## config.mk

```make
export PLATFORM = sky130hd
export DESIGN_NAME = iiitb_tlc_sensor_if
export DESIGN_NICKNAME = d
export VERILOG_FILES = /design/src/rtl/iiitb_tlc_pkg.sv /design/src/rtl/iiitb_tlc_debounce.sv /design/src/rtl/iiitb_tlc_sensor_if.sv
export SDC_FILE = /design/constraint.sdc
export NUM_CORES = 1
export LEC_CHECK = 0
export ABC_AREA = 1
export BUFFER_PORTS_ARGS = -buffer_cell sky130_fd_sc_hd__buf_2
export CORE_MARGIN = 3
export CORE_UTILIZATION = 64
export CTS_BUF_LIST = sky130_fd_sc_hd__clkbuf_4 sky130_fd_sc_hd__clkbuf_8
export CTS_CLUSTER_SIZE = 10
export DETAILED_ROUTE_END_ITERATION = 7
export HOLD_SLACK_MARGIN = 0.02
export PLACE_DENSITY = 0.86
export SETUP_SLACK_MARGIN = 0.4
export SYNTH_ARGS = -nofsm -noshare
export SYNTH_HDL_FRONTEND = slang
export SYNTH_SLANG_ARGS = --single-unit
export TNS_END_PERCENT = 5
```

## constraint.sdc

```tcl
create_clock -name clk -period 2.9 [get_ports clk]
set_clock_uncertainty 0.15 [all_clocks]
set_input_delay 0.145 -clock clk [delete_from_list [all_inputs] [get_ports clk]]
set_output_delay 0.145 -clock clk [all_outputs]
set_load 0.03 [all_outputs]
```

## src/rtl/iiitb_tlc_pkg.sv

```systemverilog
// +----------------------------------------------------------------------+
// | iiitb_tlc_pkg : shared light codes, sensor FSM states and defaults   |
// | Revision 1.0                                                         |
// +----------------------------------------------------------------------+
`default_nettype none

package iiitb_tlc_pkg;

  localparam logic [2:0] LIGHT_RED    = 3'b100;
  localparam logic [2:0] LIGHT_YELLOW = 3'b010;
  localparam logic [2:0] LIGHT_GREEN  = 3'b001;

  localparam int DEF_DEB_CYCLES = 4;
  localparam int DEF_MAX_WAIT   = 1000;

  typedef enum logic [3:0] {
    ST_IDLE   = 4'b0001,
    ST_REQ    = 4'b0010,
    ST_SERVED = 4'b0100,
    ST_CLEAR  = 4'b1000
  } sensor_state_t;

endpackage

`default_nettype wire

```

## src/rtl/iiitb_tlc_debounce.sv

```systemverilog
// +----------------------------------------------------------------------+
// | iiitb_tlc_debounce : 2-flop synchroniser plus level debouncer        |
// | Revision 1.0                                                         |
// +----------------------------------------------------------------------+
`default_nettype none

module iiitb_tlc_debounce
  import iiitb_tlc_pkg::*;
#(
  parameter int DEB_CYCLES = DEF_DEB_CYCLES
) (
  input  logic clk,
  input  logic rst,
  input  logic loop_raw,
  output logic present
);

  localparam int c_cnt_w = (DEB_CYCLES > 1) ? $clog2(DEB_CYCLES) : 1;
  localparam logic [c_cnt_w-1:0] c_last = c_cnt_w'(DEB_CYCLES - 1);

  logic               r_sync1;
  logic               r_sync2;
  logic [c_cnt_w-1:0] r_cnt;
  logic               r_present;

  always_ff @(posedge clk) begin
    if (rst) begin
      r_sync1   <= 1'b0;
      r_sync2   <= 1'b0;
      r_cnt     <= '0;
      r_present <= 1'b0;
    end else begin
      r_sync1 <= loop_raw;
      r_sync2 <= r_sync1;
      // Any sample agreeing with the current level restarts the run.
      if (r_sync2 != r_present) begin
        if (r_cnt == c_last) begin
          r_present <= ~r_present;
          r_cnt     <= '0;
        end else begin
          r_cnt <= r_cnt + c_cnt_w'(1);
        end
      end else begin
        r_cnt <= '0;
      end
    end
  end

  assign present = r_present;

endmodule

`default_nettype wire

```

## src/rtl/iiitb_tlc_sensor_if.sv

```systemverilog
// +----------------------------------------------------------------------+
// | iiitb_tlc_sensor_if : farm-road detector front end and request latch |
// | Revision 1.0                                                         |
// +----------------------------------------------------------------------+
`default_nettype none

module iiitb_tlc_sensor_if
  import iiitb_tlc_pkg::*;
#(
  parameter int DEB_CYCLES = DEF_DEB_CYCLES,
  parameter int MAX_WAIT   = DEF_MAX_WAIT,
  parameter int WAIT_W     = 16
) (
  input  logic              clk,
  input  logic              rst,
  input  logic              loop_raw,
  input  logic [2:0]        light_farm,
  output logic              sensor,
  output logic              present,
  output logic              starved,
  output logic [WAIT_W-1:0] wait_cycles,
  output logic [7:0]        serve_count
);

  localparam logic [WAIT_W-1:0] c_max_wait = WAIT_W'(MAX_WAIT);
  localparam logic [WAIT_W-1:0] c_wait_sat = '1;

  sensor_state_t     r_state;
  sensor_state_t     w_next;
  logic              w_sensor_d;
  logic              w_light_ok;
  logic              w_serve;
  logic              w_present;
  logic              r_sensor;
  logic              r_starved;
  logic [WAIT_W-1:0] r_wait_cnt;
  logic [WAIT_W-1:0] r_wait_cycles;
  logic [7:0]        r_serve_count;

  iiitb_tlc_debounce #(
    .DEB_CYCLES (DEB_CYCLES)
  ) u_debounce (
    .clk      (clk),
    .rst      (rst),
    .loop_raw (loop_raw),
    .present  (w_present)
  );

  always_comb begin
    w_next     = r_state;
    w_sensor_d = 1'b0;
    w_light_ok = (light_farm == LIGHT_RED) || (light_farm == LIGHT_YELLOW) ||
                 (light_farm == LIGHT_GREEN);
    case (r_state)
      ST_IDLE:   if (w_present) w_next = ST_REQ;
      ST_REQ:    if (light_farm == LIGHT_GREEN) w_next = ST_SERVED;
      ST_SERVED: if (light_farm == LIGHT_RED) w_next = ST_CLEAR;
      ST_CLEAR:  w_next = ST_IDLE;
      default:   w_next = ST_IDLE;
    endcase
    // An undefined light code freezes the FSM wherever it is.
    if (!w_light_ok) w_next = r_state;
    w_serve = (r_state == ST_REQ) && (w_next == ST_SERVED);
    case (w_next)
      ST_REQ:    w_sensor_d = 1'b1;
      ST_SERVED: w_sensor_d = w_present;
      default:   w_sensor_d = 1'b0;
    endcase
  end

  always_ff @(posedge clk) begin
    if (rst) begin
      r_state  <= ST_IDLE;
      r_sensor <= 1'b0;
    end else begin
      r_state  <= w_next;
      r_sensor <= w_sensor_d;
    end
  end

  always_ff @(posedge clk) begin
    if (rst) begin
      r_wait_cnt    <= '0;
      r_wait_cycles <= '0;
      r_serve_count <= 8'd0;
      r_starved     <= 1'b0;
    end else if (r_state == ST_REQ) begin
      if (r_wait_cnt == c_max_wait) r_starved <= 1'b1;
      if (w_serve) begin
        r_wait_cycles <= r_wait_cnt;
        r_serve_count <= r_serve_count + 8'd1;
        r_wait_cnt    <= '0;
      end else if (r_wait_cnt != c_wait_sat) begin
        r_wait_cnt <= r_wait_cnt + WAIT_W'(1);
      end
    end
  end

  assign sensor      = r_sensor;
  assign present     = w_present;
  assign starved     = r_starved;
  assign wait_cycles = r_wait_cycles;
  assign serve_count = r_serve_count;

endmodule

`default_nettype wire

```

==> impl_metrics.json <==
{
  "synth.distinct_cells": 30,
  "drv_cap": 0,
  "critPathSlowestCell": "inv_2",
  "grt_pass1_vias": 2053,
  "regArea_sq_mm": 0.00102,
  "via_count": 2294,
  "async_flop_share_pct": 0,
  "synth_cells": 339,
  "wl_met3_um": 290,
  "leakagePower_nw": 1.13,
  "startpoint_type": "flop",
  "die_h_um": 67.8,
  "fill_cells": 269,
  "coreArea_sq_mm": 0.00349,
  "status": "finished clean",
  "vdd_drop_max_v": 0.000396,
  "postCtsHoldBufs": 1,
  "rsz0062_at_grt": "no",
  "antenna_found_initial": 0,
  "criticalPathCategory": "reg2reg",
  "critPathTopFamily": "simple AND/OR/NAND/NOR gates",
  "syn_nets": 349,
  "cpPeakStageDelay_ps": 450,
  "antennaDiodeCount": 0,
  "synthToLayoutAreaGrowth_pct": 10.5,
  "htreeDepth": 2,
  "ant_nets": 0,
  "drt_iter0_drc": 178,
  "post_cts_buffers": 0,
  "crit_chain": "inv_1 > nand2_1 > nor2_8 > nand2_4 > inv_2 > nand3_1 > o21ai_0 > a21oi_1",
  "place.gp.congestion": 0.933,
  "hold_viol_final": 0,
  "grt_pass1_wl_um": 9440,
  "grt-ovfl-total": 0,
  "path_buf_inv": 2,
  "die_area_sq_mm": 0.00459,
  "wl_met1_um": 2580,
  "netlist_area_sq_mm": 0.00244,
  "worst_slew_pin_slew_ps": 748,
  "layout_commonest_cell": "nand2_1",
  "slew_violations": 0,
  "drc_errors": 0,
  "io_pins": 33,
  "power_density_mw_per_mm2": 425,
  "multi_input_area_sq_mm": 0.00121,
  "grt_util_all_layers_pct": 27.4,
  "post_route_cells_drive_above_1_share_pct": 15.7,
  "cts_sinks": 51,
  "cts_root_buf": "clkbuf_8",
  "slew-limit-headroom_pct": 50.1,
  "viasPerCell": 5.51,
  "start_util_pct": 69.9,
  "wl_met2_um": 2690,
  "timing.hold.ws_ps": 89.8,
  "ys_ff_latch": 51,
  "nNetsFinal": 379,
  "yosys_warnings": 0,
  "io_buffers": 32,
  "arrival_ps": 2130,
  "cts_tree": "yes",
  "critPathMaxFanout": 35,
  "dp_hpwl_um": 3960,
  "tns_ps": 0,
  "fmax_mhz": 479,
  "synth_ff_type": "dfxtp_1",
  "setup_viol": 0,
  "clockBufferDepth": 2,
  "synth_seq_area_share_pct": 41.8,
  "fp.dieW_um": 67.8,
  "synth_area_per_cell_sq_um": 7.20,
  "num_rows": 21,
  "clk_pin_slew_ps": 90,
  "endpoint_kind": "flop",
  "ctsResizeCount": 0,
  "synth-edff-count": 0,
  "drt-total-wl_um": 5590,
  "hold_class": "in2reg",
  "period_share_pct": 72.0,
  "insertion_delay_ps": 300,
  "highest_layer": "met4",
  "critical_path_required_ps": 2940,
  "firstDrtPassIters": 4,
  "grt_max_degree": 36,
  "final_cell_mix": "nand2_1, nor2_1, dfxtp_1",
  "cts_buffers": 5,
  "finalCriticalPeriod_ps": 2090,
  "routedWlPerCell_um": 13.4
}
## power by group
| part | leakage [nW] | total (mW) | internal (mW) | switching (mW) |
|---|---|---|---|---|
| registers | 0.411 | 0.704 | 0.702 | 0.00156 |
| clock network | 0.0446 | 0.405 | 0.178 | 0.226 |
| logic | 0.674 | 0.0380 | 0.0112 | 0.0268 |
| total | 1.13 | 1.15 | 0.892 | 0.255 |
## cell usage after synthesis, types with 4 or more instances
cell      instances  area, sq um
nor2_1           52          195
ha_1              4         50.1
inv_1            38          143
xor2_1            4         35.0
a21oi_1          30          150
nand4_1          12         75.1
nand3_1          24          120
o21ai_0          27          135
nand2_1          57          214
clkbuf_1          4         15.0
nor3_1            5         25.0
dfxtp_1          51         1020
## kinds of logic after synthesis
logic type,after synthesis,share of synthesized area (%)
buffers and inverters,50,8.61
and+or+nand+nor,166,32.2
DFF,51,41.8
AOI/OAI and AO/OA,62,13.2
xor gates and xnor gates,6,2.15
adders and majority gates,4,2.05
## area by class of cell
class                      count  share of cell area [%]
clock buffer                   6                    2.83
clock inverter                 2                   0.464
inverter                      40                    5.57
multi-input combinational    238                    44.9
sequential                    51                    37.8
tap                           46                    2.13
timing repair buffer          33                    6.31
## registers in the layout, indices dropped and copies added (netlist names)
signal and flops:
starved 1, r_wait_cnt 16, serve_count 8, u_debounce.r_sync2 1, u_debounce.r_sync1 1, wait_cycles 16
u_debounce.present 1, r_state 4, sensor 1, u_debounce.r_cnt 2
## metal layers
metal  GRT usage, %  vias up
li1               -     1163
met3           7.49        4
met2           45.1       65
met4           7.34        0
met5              0        -
met1           35.2     1062
## worst paths after layout
| kind | slack [ps] | start | endpoint | cells after the start |
|---|---|---|---|---|
| worst min register to register | 290 | u_debounce.r_sync1 | u_debounce.r_sync2 | 2 |
| worst max register to register | 810 | r_state[0] | serve_count[7] | 8 |
| worst max-delay path | 810 | r_state[0] | serve_count[7] | 8 |
| worst min-delay path | 90 | rst | r_state[2] | 2 |
## metrics by stage
| step | instances | total power, mW | setup slack [ps] | area (sq um) | utilization [%] |
|---|---|---|---|---|---|
| 2_1_floorplan | 339 | 0.747 | 1290 | 2440 | - |
| 3_3_place_gp | 407 | 0.755 | 954 | 2600 | 74.4 |
| 3_5_place_dp | 407 | 0.757 | 834 | 2600 | 74.4 |
| 4_1_cts | 416 | 1.15 | 819 | 2700 | 77.2 |
| 5_1_grt | 416 | 1.19 | 602 | 2700 | 77.2 |
| 6_report | 416 | 1.15 | 811 | 2700 | 77.2 |
(Power assumes the default switching activity.)
